===== config.mk =====
export PLATFORM = sky130hd
export DESIGN_NAME = reg_write_arbiter
export DESIGN_NICKNAME = d
export VERILOG_FILES = /design/src/rtl/reg_write_arbiter.sv
export SDC_FILE = /design/constraint.sdc
export NUM_CORES = 1
export LEC_CHECK = 0
export BUFFER_PORTS_ARGS = -buffer_cell sky130_fd_sc_hd__buf_2
export CAP_MARGIN = 20
export CELL_PAD_IN_SITES_DETAIL_PLACEMENT = 0
export CELL_PAD_IN_SITES_GLOBAL_PLACEMENT = 1
export CORE_ASPECT_RATIO = 1.5
export CORE_MARGIN = 2
export CORE_UTILIZATION = 29
export CTS_CLUSTER_DIAMETER = 150
export DETAILED_ROUTE_END_ITERATION = 10
export HOLD_SLACK_MARGIN = 0.1
export PLACE_DENSITY = 0.84
export SYNTH_ARGS = -nofsm -noshare
export SYNTH_HDL_FRONTEND = slang
export SYNTH_SLANG_ARGS = --single-unit

===== constraint.sdc =====
create_clock -name CLK -period 1.55 [get_ports CLK]
set_clock_uncertainty 0.2 [all_clocks]
set_input_delay 0.31 -clock CLK [delete_from_list [all_inputs] [get_ports CLK]]
set_output_delay 0.31 -clock CLK [all_outputs]
set_load 0.05 [all_outputs]

===== src/rtl/reg_write_arbiter.sv =====
// reg_write_arbiter: lets NREQ writers share one enable-loaded register, granting one write at a time.
// Latency: REQ sampled in IDLE -> ENA_OUT next cycle -> ACK the cycle after -> IDLE; one write per 3 cycles.
// Backpressure: REQ is a level held until ACK; losers keep waiting and are served within NREQ-1 other grants.
// Build option: define REG_ARB_FIXED_PRI_EN for fixed priority (lowest index wins, no round-robin pointer).
module reg_write_arbiter #(
  parameter int NREQ = 4,
  parameter int DW   = 8,
  parameter int IW   = 2
) (
  input  logic               CLK,
  input  logic               RST,
  input  logic [NREQ-1:0]    REQ,
  input  logic [NREQ*DW-1:0] WDATA,
  output logic               ENA_OUT,
  output logic [DW-1:0]      DATA_OUT,
  output logic [NREQ-1:0]    GNT,
  output logic [NREQ-1:0]    ACK,
  output logic               BUSY
);

  typedef enum logic [1:0] {
    S_IDLE  = 2'd0,
    S_WRITE = 2'd1,
    S_DONE  = 2'd2
  } state_t;

  state_t            state_q, state_d;
  logic [IW-1:0]     win_q,   win_d;
  logic              ena_q,   ena_d;
  logic [DW-1:0]     data_q,  data_d;
  logic [NREQ-1:0]   gnt_q,   gnt_d;
  logic [NREQ-1:0]   ack_q,   ack_d;
  logic              busy_q,  busy_d;

  // Arbitration result for the current cycle (only consumed in IDLE)
  logic              pick_vld;
  logic [IW-1:0]     pick_idx;
  logic [NREQ-1:0]   pick_oh;
  logic [DW-1:0]     pick_dat;
  logic [NREQ-1:0]   win_oh;

`ifdef REG_ARB_FIXED_PRI_EN

  // Fixed priority: scan from the top so the lowest requesting index is the last to overwrite
  always_comb begin
    pick_vld = 1'b0;
    pick_idx = '0;
    for (int i = NREQ - 1; i >= 0; i--) begin
      if (REQ[i]) begin
        pick_vld = 1'b1;
        pick_idx = IW'(i);
      end
    end
  end

`else

  logic [IW-1:0]     ptr_q,   ptr_d;

  // Index reached by stepping 'off' places from 'base', wrapping at NREQ
  function automatic logic [IW-1:0] rr_idx(input logic [IW-1:0] base, input int off);
    int s;
    s = int'(base) + off;
    if (s >= NREQ) begin
      s = s - NREQ;
    end
    return IW'(s);
  endfunction

  // Round-robin: scan offsets from far to near so the requester closest to ptr wins
  always_comb begin
    pick_vld = 1'b0;
    pick_idx = '0;
    for (int k = NREQ - 1; k >= 0; k--) begin
      if (REQ[rr_idx(ptr_q, k)]) begin
        pick_vld = 1'b1;
        pick_idx = rr_idx(ptr_q, k);
      end
    end
  end

  // Pointer moves just past the winner as its write completes
  always_comb begin
    ptr_d = ptr_q;
    if (state_q == S_DONE) begin
      ptr_d = (win_q == IW'(NREQ - 1)) ? '0 : win_q + IW'(1);
    end
  end

  // Round-robin pointer register; reset (including mid-write) returns it to requester 0
  always_ff @(posedge CLK) begin
    if (RST) begin
      ptr_q <= '0;
    end else begin
      ptr_q <= ptr_d;
    end
  end

`endif

  // Decode the candidate winner into a one-hot grant and select its write data
  always_comb begin
    pick_oh  = '0;
    pick_dat = '0;
    for (int i = 0; i < NREQ; i++) begin
      if (pick_idx == IW'(i)) begin
        pick_oh[i] = 1'b1;
        pick_dat   = WDATA[DW*i +: DW];
      end
    end
  end

  // One-hot of the latched winner, used for GNT/ACK while the write is in flight
  always_comb begin
    win_oh = '0;
    for (int i = 0; i < NREQ; i++) begin
      if (win_q == IW'(i)) begin
        win_oh[i] = 1'b1;
      end
    end
  end

  // FSM next state and next registered outputs; outputs reflect the state being entered
  always_comb begin
    state_d = state_q;
    win_d   = win_q;
    ena_d   = 1'b0;
    data_d  = data_q;   // DATA_OUT holds in IDLE; ENA_OUT is the only qualifier
    gnt_d   = '0;
    ack_d   = '0;
    busy_d  = 1'b0;
    case (state_q)
      S_IDLE: begin
        if (pick_vld) begin
          // Winner and its data are captured here so later WDATA/REQ changes cannot disturb the write
          state_d = S_WRITE;
          win_d   = pick_idx;
          data_d  = pick_dat;
          ena_d   = 1'b1;
          gnt_d   = pick_oh;
          busy_d  = 1'b1;
        end
      end
      S_WRITE: begin
        // Register loads on the edge leaving WRITE; acknowledge in the same cycle it holds the new value
        state_d = S_DONE;
        gnt_d   = win_oh;
        ack_d   = win_oh;
        busy_d  = 1'b1;
      end
      S_DONE: begin
        state_d = S_IDLE;
      end
      default: begin
        state_d = S_IDLE;
      end
    endcase
  end

  // State and output registers; synchronous reset aborts any write in progress and suppresses ACK
  always_ff @(posedge CLK) begin
    if (RST) begin
      state_q <= S_IDLE;
      win_q   <= '0;
      ena_q   <= 1'b0;
      data_q  <= '0;
      gnt_q   <= '0;
      ack_q   <= '0;
      busy_q  <= 1'b0;
    end else begin
      state_q <= state_d;
      win_q   <= win_d;
      ena_q   <= ena_d;
      data_q  <= data_d;
      gnt_q   <= gnt_d;
      ack_q   <= ack_d;
      busy_q  <= busy_d;
    end
  end

  assign ENA_OUT  = ena_q;
  assign DATA_OUT = data_q;
  assign GNT      = gnt_q;
  assign ACK      = ack_q;
  assign BUSY     = busy_q;

endmodule


**Word-level counts from Yosys, hierarchy flattened**

Cells that the tools add are included.

- Register bits after elaboration: 24
- Input port bits: 38
- Output and inout bits: 18

- Add/sub/neg operators: 8
- Magnitude comparators: 8
- Equality and inequality tests: 9
- Muxes and demuxes: 39
- Bitwise logic cells: 2
- Reduce and logical (&&, ||, !) cells: 6

Operators by type and width:

| operator | count |
|---|---|
| $mux 8 | 4 |
| $mux 2 | 10 |
| $mux 1 | 17 |
| $lt 2x3->1 const B | 4 |
| $eq 2x2->1 const B | 5 |
| $ge 3x3->1 const B | 3 |
| $bmux 1 s2 | 4 |
| $pmux 4 s2 | 1 |
| $sub 2x1->2 const B | 4 |
| $add 2x2->3 const B | 2 |
| $eq 2x1->1 const B | 3 |
| $logic_not 2->1 | 3 |
| $mux 4 | 1 |
| $pmux 2 s2 | 1 |
| $reduce_or 2->1 | 2 |
| $add 2x1->3 const B | 1 |
| $ge 2x3->1 const B | 1 |
| $add 2x1->2 const B | 1 |
| $ne 2x2->1 const B | 1 |
| $not 1->1 | 2 |
| $pmux 1 s2 | 1 |
| $reduce_and 2->1 | 1 |

**Longest topological paths before layout**

Gate-level depths: netlist (run 1).

- Depth after elaboration: 14
- Depth in mapped cells: 6
- Depth with buffers taken out: 5

**Worst setup path before layout (run 1)**

Ideal clock, no wire load.

- Kind: flip-flop to flip-flop
- From: reg ptr_q[1]
- To: reg data_q[1] (netlist: DATA_OUT[1])
- Arrival time: 1397 ps
- Required time: 1215 ps
- Path slack: -181 ps
- Stages on the path, launching flop included: 7
- Clock period less this slack: 1731 ps
- Cell sequence: dfxtp_1 -> or3b_1 -> o221ai_1 -> buf_6 -> buf_12 -> mux2i_1 -> o221ai_1

- Word-level cells in the longest chain between the ends: 14

Ends and longest elaborated chain:

| element | line | RTL |
|---|---|---|
| from (decl) | 58 | `logic [IW-1:0] ptr_q, ptr_d;` |
| from (signal assigned) | 95 | `ptr_q <= ptr_d;` |
| $add 2x2->3 | 63 | `s = int'(base) + off;` |
| $ge 3x3->1 or $sub 2x1->2 (tied branches) | 64, 65 |  |
| $mux 2 | 64 | `if (s >= NREQ) begin` |
| $bmux 1 s2 | 75 | `if (REQ[rr_idx(ptr_q, k)]) begin` |
| $mux 1 (not written as such) | 75 |  |
| $mux 2 (4 in a row) | 75 |  |
| $logic_not 2->1 | 106 | `if (pick_idx == IW'(i)) begin` |
| $mux 8 (4 in a row) | 106 |  |
| to (signal assigned) | 174 | `data_q <= data_d;` |
| to (decl) | 30 | `logic [DW-1:0] data_q, data_d;` |

Several ways; a longest one is shown, not always the timed one. The select of a mux whose other input is x is not followed.
A chain may end at the register's enable or synchronous reset.

**Final worst setup path (run 1)**

- From: reg ptr_q[1]
- To: reg data_q[0] (netlist: DATA_OUT[0])

The elaborated chain is that of the path after synthesis.

==> reports/summary.txt, run 1 <==
Fill cells -> 391
Clk buf depth -> 2
Async SR Flop Fraction -> 0
CP startpoint -> ptr_q[1]
Fin. max-slew vios -> 0
Post-synthesis mux area share -> 0.1650
Status -> finished, violations left
Clk slew on worst S/H paths -> 80 ps
Pre-CTS WS -> -301.1 ps
Measured slew at the worst slew-check pin -> 248.5 ps
Worst Path Arrival -> 1610 ps
Leakage -> 0.0008505 µW
Root cell of the clock tree -> clkbuf_8
Vias in the first global route -> 1139
Final routed DRC violation total -> 0
Post-synth top area share -> 0.4169
CP Max Fanout -> 14
Largest family of logic cells by synthesized area -> simple AND/OR/NAND/NOR gates
Register bit count reported by yosys -> 24
Clock share of power -> 0.223
Post-route insts no fill -> 228
Worst R2R Start -> ptr_q[1]
RSZ-0062 raised after global routing -> true
Die Wd -> 55.47 µm
Net Sw Frac -> 0.3275
Global route total overflow -> 0
Flop pwr share -> 0.444
Core Area -> 3889 µm²
YS warnings -> 0
Slew HR -> 0.8329
Critical path required time -> 1480 ps
Min setup slack post-route -> -132.3 ps
CTS H-Tree Depth -> 1
Port-buffer cells -> 55
Switching component of the power -> 510.6 µW
Max Cap Violations -> 0
Largest net degree at the start of global routing -> 16
Clock sinks -> 24
Clock latency on the worst-skew pair -> 260 ps
Drt first pass iters -> 4
Highest Clock Rate -> 0.5944 GHz
Power per cell area -> 935.6 nW/µm²
Crit share post-route -> 1.085
Initial antenna violation count -> 0
Top_reg_cell synth -> dfxtp_1
Post-synth top area cell -> dfxtp_1
Syn_area_per_cell -> 10.02 µm²
Final setup viols -> 10
GR Util All Layers -> 0.1301
Commonest cells in the netlist -> dfxtp_1, mux2i_1, o221ai_1
First-pass GRT wire length -> 4671 µm
Combinational power share -> 0.332
Layout cells sized above 1 -> 0.4590
DRT iter0 DRCs -> 21
Crit Reg-Reg Endpoint -> DATA_OUT[0]
Pint -> 1049 µW
Layout area overhead -> 44.63%
Register-to-Register Path Depth -> 5
Post-CTS Hold Buffers -> 0
Post-layout min period -> 1682 ps
TritonCTS Buffers -> 3
CTS tree -> done
FF-to-FF setup slack -> -130 ps
Io pins -> 56
FF+latch area -> 481.7 µm²
Synth Area in XOR/XNOR -> 0
Routed WL -> 2691 µm
DP Wirelength -> 2188 µm
Remaining antenna violation count -> 0
Syn_nets -> 157
Final net count -> 227
Adder-cell area share of the yosys netlist -> 0.04343
Fraction of the mapped netlist area in simple logic gates -> 0.1661
Main area contributors after synthesis -> dfxtp_1, mux2i_1, o221ai_1
DR vias/cell -> 4.825
Most numerous cell in the Yosys netlist -> dfxtp_1
Crit path to -> DATA_OUT[0]
Post-synth EDFFs -> 0
Max VDD drop -> 0.5344 mV
Die height -> 81.21 µm
Row count -> 28
Post-synthesis instance area -> 1152 µm²
Wire length per cell -> 11.80 µm
CP Class -> flip-flop to flip-flop
Die area -> 4504 µm²
Initial Utilization -> 0.2963
Final hold violation count -> 0
Sum Neg Setup Slack -> -1046 ps
Compound-Gate Fraction of Synth Area -> 0.1455
Failing checks -> setup timing
Post-synth cell types -> 27
Hold WC Path Type -> input pin to flip-flop
Sequential area share after synthesis -> 0.4169
Cells after Synth -> 115
Inst Count DP -> 225
Startpoint Class -> flip-flop
Multi-input gate area -> 624.3 µm²
Routed vias -> 1100
CP Capture Type -> flip-flop
Diode count -> 0
Routability cong. -> 0.7399
[stage by stage]
stage          hold slack [ps]  total power, µW    util  cell area [µm²]
6_report                 122.7             1559  0.4286             1667
5_1_grt                  132.9             1644  0.4286             1667
3_5_place_dp             283.0             1226  0.4131             1607
2_1_floorplan            189.3             1049       -             1162
4_1_cts                  105.4             1579  0.4244             1650
3_3_place_gp             279.5             1223  0.4131             1607
[critical path, cell delays in order, from the launching register on]
cell and delay, ps:
dfxtp_2 350, or3b_1 360, o221ai_2 110, buf_12 200, mux2i_1 200, o221ai_1 140
[final cells by class]
cell class,count,area share
Tap cell,45,0.03378
Sequential cell,24,0.2890
Clock buffer,3,0.02477
Multi-Input combinational cell,79,0.3746
Timing Repair Buffer,73,0.2688
Inverter,4,0.009009
[layer usage]
layer | GRT usage | wire, µm | vias to the layer above
met5 | 0 | 0 | -
met4 | 0.04390 | 16 | 0
met3 | 0.02866 | 148 | 2
met2 | 0.2643 | 1467 | 38
met1 | 0.1275 | 1059 | 499
li1 | - | - | 561
[power groups by stage]
stage                     sequential (µW)  combinational, µW  clock (µW)
after global routing                  699                560         385
final                                 693                518         348
after floorplan                       852                197           0
after detailed placement              707                519           0
after CTS                             693                522         364
after global placement                708                515           0
[cells in the final DEF (no fill, tap or decap)]
cell type,instances
o22a_2,1
a31oi_1,1
nor4_2,1
o221ai_2,1
nor2_2,2
and2_1,1
a32oi_1,1
buf_4,15
a21oi_1,4
ha_1,4
nor3_1,3
o22ai_1,1
a22oi_1,2
o21a_1,1
nand2_1,4
or3_1,2
nor3_2,2
o221ai_1,8
nor2_1,6
or3b_1,1
dfxtp_2,1
buf_2,55
nand3b_1,8
dfxtp_1,23
buf_12,3
and3_1,4
clkbuf_8,3
inv_1,4
a21boi_0,2
mux2i_1,19
[cell families after synthesis]
logic type               Yosys count
AO/OA/AOI/OAI                     22
buffers and inverters             12
flip-flops                        24
adder cells (fa/ha/maj)            4
multiplexers                      19
AND/OR/NAND/NOR                   34
[sequential cells by signal (all words and copies together), names as in the netlist]
| name | flops |
|---|---|
| ACK | 4 |
| state_q | 2 |
| GNT | 4 |
| win_q | 2 |
| ENA_OUT | 1 |
| ptr_q | 2 |
| DATA_OUT | 8 |
| BUSY | 1 |
[worst min-delay path by stage]
stage / slack, ps / end / from / depth (start not counted)
after global routing: 130 / GNT[1] / RST / 2
after detailed placement: 280 / DATA_OUT[6] / DATA_OUT[6] / 2
after CTS: 110 / GNT[1] / RST / 2
final: 120 / GNT[1] / RST / 2
after floorplan: 190 / ENA_OUT / RST / 1
after global placement: 280 / DATA_OUT[1] / DATA_OUT[1] / 2
[repair_timing]
action / CTS / global route
pin swaps: 0 / 2
buffers inserted: 0 / 0
gates cloned: 0 / 0
resized for setup: 1 / 3
endpoints found under the setup margin: 12 / 15
Power figures use the tool's default switching activity.
==> run 2, diff against run 1 <==
--- a/config.mk
+++ b/config.mk
@@ -9,13 +9,12 @@
 export CAP_MARGIN = 20
 export CELL_PAD_IN_SITES_DETAIL_PLACEMENT = 0
 export CELL_PAD_IN_SITES_GLOBAL_PLACEMENT = 1
-export CORE_ASPECT_RATIO = 1.5
 export CORE_MARGIN = 2
-export CORE_UTILIZATION = 29
+export CORE_UTILIZATION = 27
 export CTS_CLUSTER_DIAMETER = 150
 export DETAILED_ROUTE_END_ITERATION = 10
 export HOLD_SLACK_MARGIN = 0.1
-export PLACE_DENSITY = 0.84
+export PLACE_DENSITY = 0.8
 export SYNTH_ARGS = -nofsm -noshare
 export SYNTH_HDL_FRONTEND = slang
 export SYNTH_SLANG_ARGS = --single-unit
==> reports/summary.txt, run 2 (synthesis gave the netlist of run 1 again) <==
Final net count -> 226 (-0.44%)
DR vias/cell -> 4.815 (-0.19%)
DRT iter0 DRCs -> 40 (+90%)
Wire length per cell -> 12.91 µm (+9.4%)
Register-to-Register Path Depth -> 5 (unchanged)
Pint -> 1113 µW (+6.2%)
Clk buf depth -> 2 (unchanged)
FF+latch area -> 485.5 µm² (+0.78%)
Clock latency on the worst-skew pair -> 260 ps (about the same)
Highest Clock Rate -> 0.5745 GHz (-3.3%)
Commonest non-fill, non-tap cells in the layout -> buf_2, dfxtp_1, buf_4
DP Wirelength -> 2207 µm (+0.87%)
Top Family by Delay on Critical Path -> simple AND/OR/NAND/NOR gates
Critical path required time -> 1490 ps (about the same)
Most common cell after layout, fill and taps aside -> buf_2
First-pass GRT wire length -> 4933 µm (+5.6%)
Fill cells -> 397 (+1.5%)
Clk slew on worst S/H paths -> 80 ps (about the same)
Largest net degree at the start of global routing -> 14 (-2)
Worst hold path depth -> 3 (+1)
Crit Reg-Reg Endpoint -> DATA_OUT[2]
Diode count -> 0 (unchanged)
Max Cap Violations -> 0 (unchanged)
Startpoint Class -> flip-flop
Switching component of the power -> 541.0 µW (+6.0%)
Multi-input gate area -> 669.4 µm² (+7.2%)
Endpoint, Worst Hold -> DATA_OUT[3]
Critical-path cell list -> or3b_4, o221ai_4, buf_12, mux2i_2, o221ai_1
Core Area -> 4058 µm² (+4.3%)
Final routed DRC violation total -> 0 (unchanged)
Slew HR -> 0.7756 (-0.05740)
TritonCTS Buffers -> 3 (unchanged)
Net Sw Frac -> 0.3270 (-0.0004549)
Final setup viols -> 13 (+3)
Min setup slack post-route -> -190.5 ps (-58.19 ps)
Power per cell area -> 960.3 nW/µm² (+2.6%)
Failing checks -> setup timing
Port-buffer cells -> 55 (unchanged)
Hold Startpoint -> WDATA[27]
Post-route insts no fill -> 233 (+2.2%)
Layout cells sized above 1 -> 0.5027 (+0.04372)
Global route total overflow -> 0 (unchanged)
Critical Path Max Stage Delay -> 380 ps (+20 ps)
Combinational power share -> 0.330 (-0.002)
CP Capture Type -> flip-flop
CTS tree -> done
Worst Path Arrival -> 1680 ps (+70 ps)
Initial antenna violation count -> 0 (unchanged)
Row count -> 23 (-18%)
Clock share of power -> 0.249 (+0.026)
CTS H-Tree Depth -> 1 (unchanged)
Leakage -> 0.0008429 µW (-0.89%)
Vias in the first global route -> 1138 (-0.088%)
Routability cong. -> 0.8144 (+10%)
Worst Path Buf+Inv -> 1 (unchanged)
Post-CTS setup buffer count -> 0 (unchanged)
Root cell of the clock tree -> clkbuf_8
Io pins -> 56 (unchanged)
Crit share post-route -> 1.123 (+0.03754)
Die height -> 69.33 µm (-15%)
CP Max Fanout -> 8 (-6)
Routed vias -> 1122 (+2.0%)
Post-CTS Hold Buffers -> 0 (unchanged)
Initial Utilization -> 0.2840 (-0.01234)
Fin. max-slew vios -> 0 (unchanged)
FF-to-FF setup slack -> -190 ps (-60 ps)
Clock sinks -> 24 (unchanged)
Drt first pass iters -> 4 (unchanged)
CP Class -> flip-flop to flip-flop
Die Wd -> 69.33 µm (+25%)
Remaining antenna violation count -> 0 (unchanged)
Final hold violation count -> 0 (unchanged)
Hold WC Path Type -> input pin to flip-flop
Fin Hold WS -> 136.0 ps (+13.31 ps)
Routed WL -> 3008 µm (+12%)
Die area -> 4807 µm² (+6.7%)
Inst Count DP -> 228 (+1.3%)
Measured slew at the worst slew-check pin -> 336.7 ps (+88.17 ps)
Max VDD drop -> 0.3517 mV (-34%)
Flop pwr share -> 0.420 (-0.024)
Post-layout min period -> 1741 ps (+58.19 ps)
CP max-delay cell -> or3b_4
Largest register FFs -> 8 (unchanged)
Layout area overhead -> 49.51%
RSZ-0062 raised after global routing -> true
Status -> finished, violations left
GR Util All Layers -> 0.1246 (-0.005509)
Worst R2R Start -> ptr_q[1]
==> run 2: cell type report <==
cell class                 instances  area share
timing repair buffer              72      0.2527
clock buffer                       4     0.03195
tap                               50     0.03631
inverter                           4    0.008715
multi-input combinational         79      0.3885
sequential                        24      0.2818
==> run 2: per-stage QoR <==
stage	setup TNS [ps]	setup slack, ps	util	area [µm²]	total power [µW]
2_1_floorplan	-997.4	-124.7	-	1162	1049
3_3_place_gp	-3023	-295.0	0.3876	1573	1207
3_5_place_dp	-3384	-307.1	0.3876	1573	1207
4_1_cts	-1641	-181.3	0.4138	1679	1653
5_1_grt	-2765	-267.3	0.4246	1723	1744
6_report	-1648	-190.5	0.4246	1723	1654
==> run 2: what timing repair did <==
item / in CTS / in global routing
gates resized for setup: 7 / 10
setup endpoints to repair: 10 / 14
cloned: 1 / 0
pin swaps: 0 / 2
==> run 2: layer usage <==
metal	up-vias	global-route usage	routed length (µm)
met1	507	0.1493	1312
li1	562	-	-
met3	4	0.04651	253
met4	0	0.02614	23
met2	49	0.2126	1419
met5	-	0	0
==> run 2: power groups by stage <==
stage | registers, µW | logic, µW | clock network [µW]
floorplan | 852 | 197 | 0
global placement | 710 | 497 | 0
detailed placement | 709 | 497 | 0
CTS | 697 | 530 | 427
global route | 702 | 590 | 452
finish | 695 | 546 | 413
==> run 2: worst min-delay path: stages <==
cell and delay (ps):
buf_2 70, mux2i_1 50, o221ai_1 130
==> run 2: how the worst max path moves through the flow <==
stage | from | endpoint | slack [ps] | depth (start not counted)
after global placement | REQ[1] | DATA_OUT[2] | -290 | 6
after detailed placement | REQ[2] | DATA_OUT[6] | -310 | 6
after CTS | ptr_q[1] | DATA_OUT[2] | -180 | 5
final | ptr_q[1] | DATA_OUT[2] | -190 | 5
after global routing | ptr_q[1] | DATA_OUT[1] | -270 | 5
after floorplan | REQ[1] | DATA_OUT[0] | -120 | 6
==> run 3, diff against run 2 <==
--- a/config.mk
+++ b/config.mk
@@ -10,11 +10,12 @@
 export CELL_PAD_IN_SITES_DETAIL_PLACEMENT = 0
 export CELL_PAD_IN_SITES_GLOBAL_PLACEMENT = 1
 export CORE_MARGIN = 2
-export CORE_UTILIZATION = 27
+export CORE_UTILIZATION = 29
 export CTS_CLUSTER_DIAMETER = 150
 export DETAILED_ROUTE_END_ITERATION = 10
 export HOLD_SLACK_MARGIN = 0.1
-export PLACE_DENSITY = 0.8
+export PLACE_DENSITY = 0.84
+export SLEW_MARGIN = 20
 export SYNTH_ARGS = -nofsm -noshare
 export SYNTH_HDL_FRONTEND = slang
 export SYNTH_SLANG_ARGS = --single-unit
==> reports/summary.txt, run 3 (synthesis gave the netlist of run 1 again) <==
Status -> finished, violations left
Min setup slack post-route -> -168.1 ps (+22.41 ps)
GR Util All Layers -> 0.1345 (+0.009839)
Die area -> 4494 µm² (-6.5%)
Fin. max-slew vios -> 0 (unchanged)
Layout cells sized above 1 -> 0.4919 (-0.01084)
Clk slew on worst S/H paths -> 80 ps (about the same)
DP Wirelength -> 2147 µm (-2.7%)
RSZ-0062 raised after global routing -> true
Register-to-Register Path Depth -> 5 (unchanged)
Startpoint Class -> flip-flop
Highest Clock Rate -> 0.5820 GHz (+1.3%)
Worst R2R Start -> ptr_q[1]
Power per cell area -> 927.5 nW/µm² (-3.4%)
Wire length per cell -> 12.15 µm (-5.9%)
CTS H-Tree Depth -> 1 (unchanged)
Hold WC Path Type -> input pin to flip-flop
Final routed DRC violation total -> 0 (unchanged)
Final net count -> 229 (+1.3%)
Most common cell after layout, fill and taps aside -> buf_2
Largest net degree at the start of global routing -> 20 (+6)
Port-buffer cells -> 55 (unchanged)
Worst Path Arrival -> 1660 ps (-20 ps)
CP Max Fanout -> 8 (unchanged)
First-pass GRT wire length -> 4616 µm (-6.4%)
TritonCTS Buffers -> 3 (unchanged)
Pre-CTS WS -> -319.4 ps (-12.27 ps)
Global route total overflow -> 0 (unchanged)
Row count -> 22 (-4.3%)
Largest register FFs -> 8 (unchanged)
Die height -> 67.04 µm (-3.3%)
Failing checks -> setup timing
Critical path required time -> 1490 ps (about the same)
Routed WL -> 2831 µm (-5.9%)
Io pins -> 56 (unchanged)
Fin Hold WS -> 132.8 ps (-3.213 ps)
Diode count -> 0 (unchanged)
CTS tree -> done
Worst hold path depth -> 3 (unchanged)
Post-route insts no fill -> 233 (unchanged)
Vias in the first global route -> 1120 (-1.6%)
Endpoint, Worst Hold -> DATA_OUT[1]
Drt first pass iters -> 4 (unchanged)
Clock sinks -> 24 (unchanged)
Measured slew at the worst slew-check pin -> 264.7 ps (-71.95 ps)
CP Capture Type -> flip-flop
Sum Neg Setup Slack -> -1291 ps (+356.8 ps)
Die Wd -> 67.04 µm (-3.3%)
Routability cong. -> 0.7618 (-6.5%)
DR vias/cell -> 4.764 (-1.1%)
Core Area -> 3744 µm² (-7.7%)
Post-CTS setup buffer count -> 0 (unchanged)
Layout area overhead -> 50.38%
Remaining antenna violation count -> 0 (unchanged)
Fill cells -> 371 (-6.5%)
CP Class -> flip-flop to flip-flop
Crit share post-route -> 1.108 (-0.01446)
Commonest non-fill, non-tap cells in the layout -> buf_2, dfxtp_1, mux2i_1, buf_4
Initial antenna violation count -> 0 (unchanged)
Clock latency on the worst-skew pair -> 260 ps (about the same)
Inst Count DP -> 229 (+0.44%)
Slew HR -> 0.8219 (+0.04634)
Leakage -> 0.0008712 µW (+3.4%)
Initial Utilization -> 0.3078 (+0.02382)
Max VDD drop -> 0.6756 mV (+92%)
FF-to-FF setup slack -> -170 ps (+20 ps)
Routed vias -> 1110 (-1.1%)
Max Cap Violations -> 0 (unchanged)
Overall power -> 1607 µW (-2.9%)
Hold Startpoint -> WDATA[25]
Root cell of the clock tree -> clkbuf_8
Crit Reg-Reg Endpoint -> DATA_OUT[0]
Final hold violation count -> 0 (unchanged)
Clk buf depth -> 2 (unchanged)
DRT iter0 DRCs -> 22 (-45%)
Post-layout min period -> 1718 ps (-22.41 ps)
Final setup viols -> 12 (-1)
-- run 3: final cells by class --
type / instances / area, µm² / share of cell area
clock buffer: 3 / 41.29 / 0.02383
inverter: 4 / 15.01 / 0.008664
timing repair buffer: 75 / 480.5 / 0.2773
sequential: 24 / 481.7 / 0.2780
tap: 48 / 60.06 / 0.03466
multi-input combinational: 79 / 654.4 / 0.3776
-- run 3: worst max-delay path: stages (launching register included) --
cell       delay [ps]
dfxtp_2           350
or3b_4            390
o221ai_4          110
clkbuf_16         220
mux2i_1           190
o221ai_1          140
-- run 3: what timing repair did --
item | CTS | global route
gates resized for setup | 4 | 8
endpoints found under the setup margin | 10 | 15
hold buffers | 0 | 0
cloned | 0 | 1
pin swaps | 4 | 1
-- run 3: layer usage --
| layer | global-route usage | part of all wire | vias to the layer above |
|---|---|---|---|
| li1 | - | - | 567 |
| met1 | 0.1494 | 0.45 | 486 |
| met2 | 0.2302 | 0.46 | 57 |
| met3 | 0.05405 | 0.095 | 0 |
| met4 | 0.04592 | 0 | 0 |
| met5 | 0 | 0 | - |
-- run 3: worst max path at each step --
stage / slack (ps) / to / startpoint / cells after the start
after floorplan: -120 / DATA_OUT[0] / REQ[1] / 6
after global placement: -300 / DATA_OUT[1] / REQ[2] / 7
after detailed placement: -320 / DATA_OUT[1] / REQ[2] / 7
after CTS: -170 / DATA_OUT[1] / ptr_q[1] / 5
after global routing: -220 / GNT[1] / ptr_q[1] / 6
final: -170 / DATA_OUT[0] / ptr_q[1] / 5
-- run 3: power by group --
part	switching, µW	internal, µW	total [µW]
Clock	186	174	359
Sequential	24.6	669	693
Combinational	324	230	554
-- run 3: per-stage QoR --
| stage | instance area [µm²] | utilization |
|---|---|---|
| 2_1_floorplan | 1162 | - |
| 3_3_place_gp | 1618 | 0.4322 |
| 3_5_place_dp | 1618 | 0.4322 |
| 4_1_cts | 1677 | 0.4479 |
| 5_1_grt | 1733 | 0.4629 |
| 6_report | 1733 | 0.4629 |
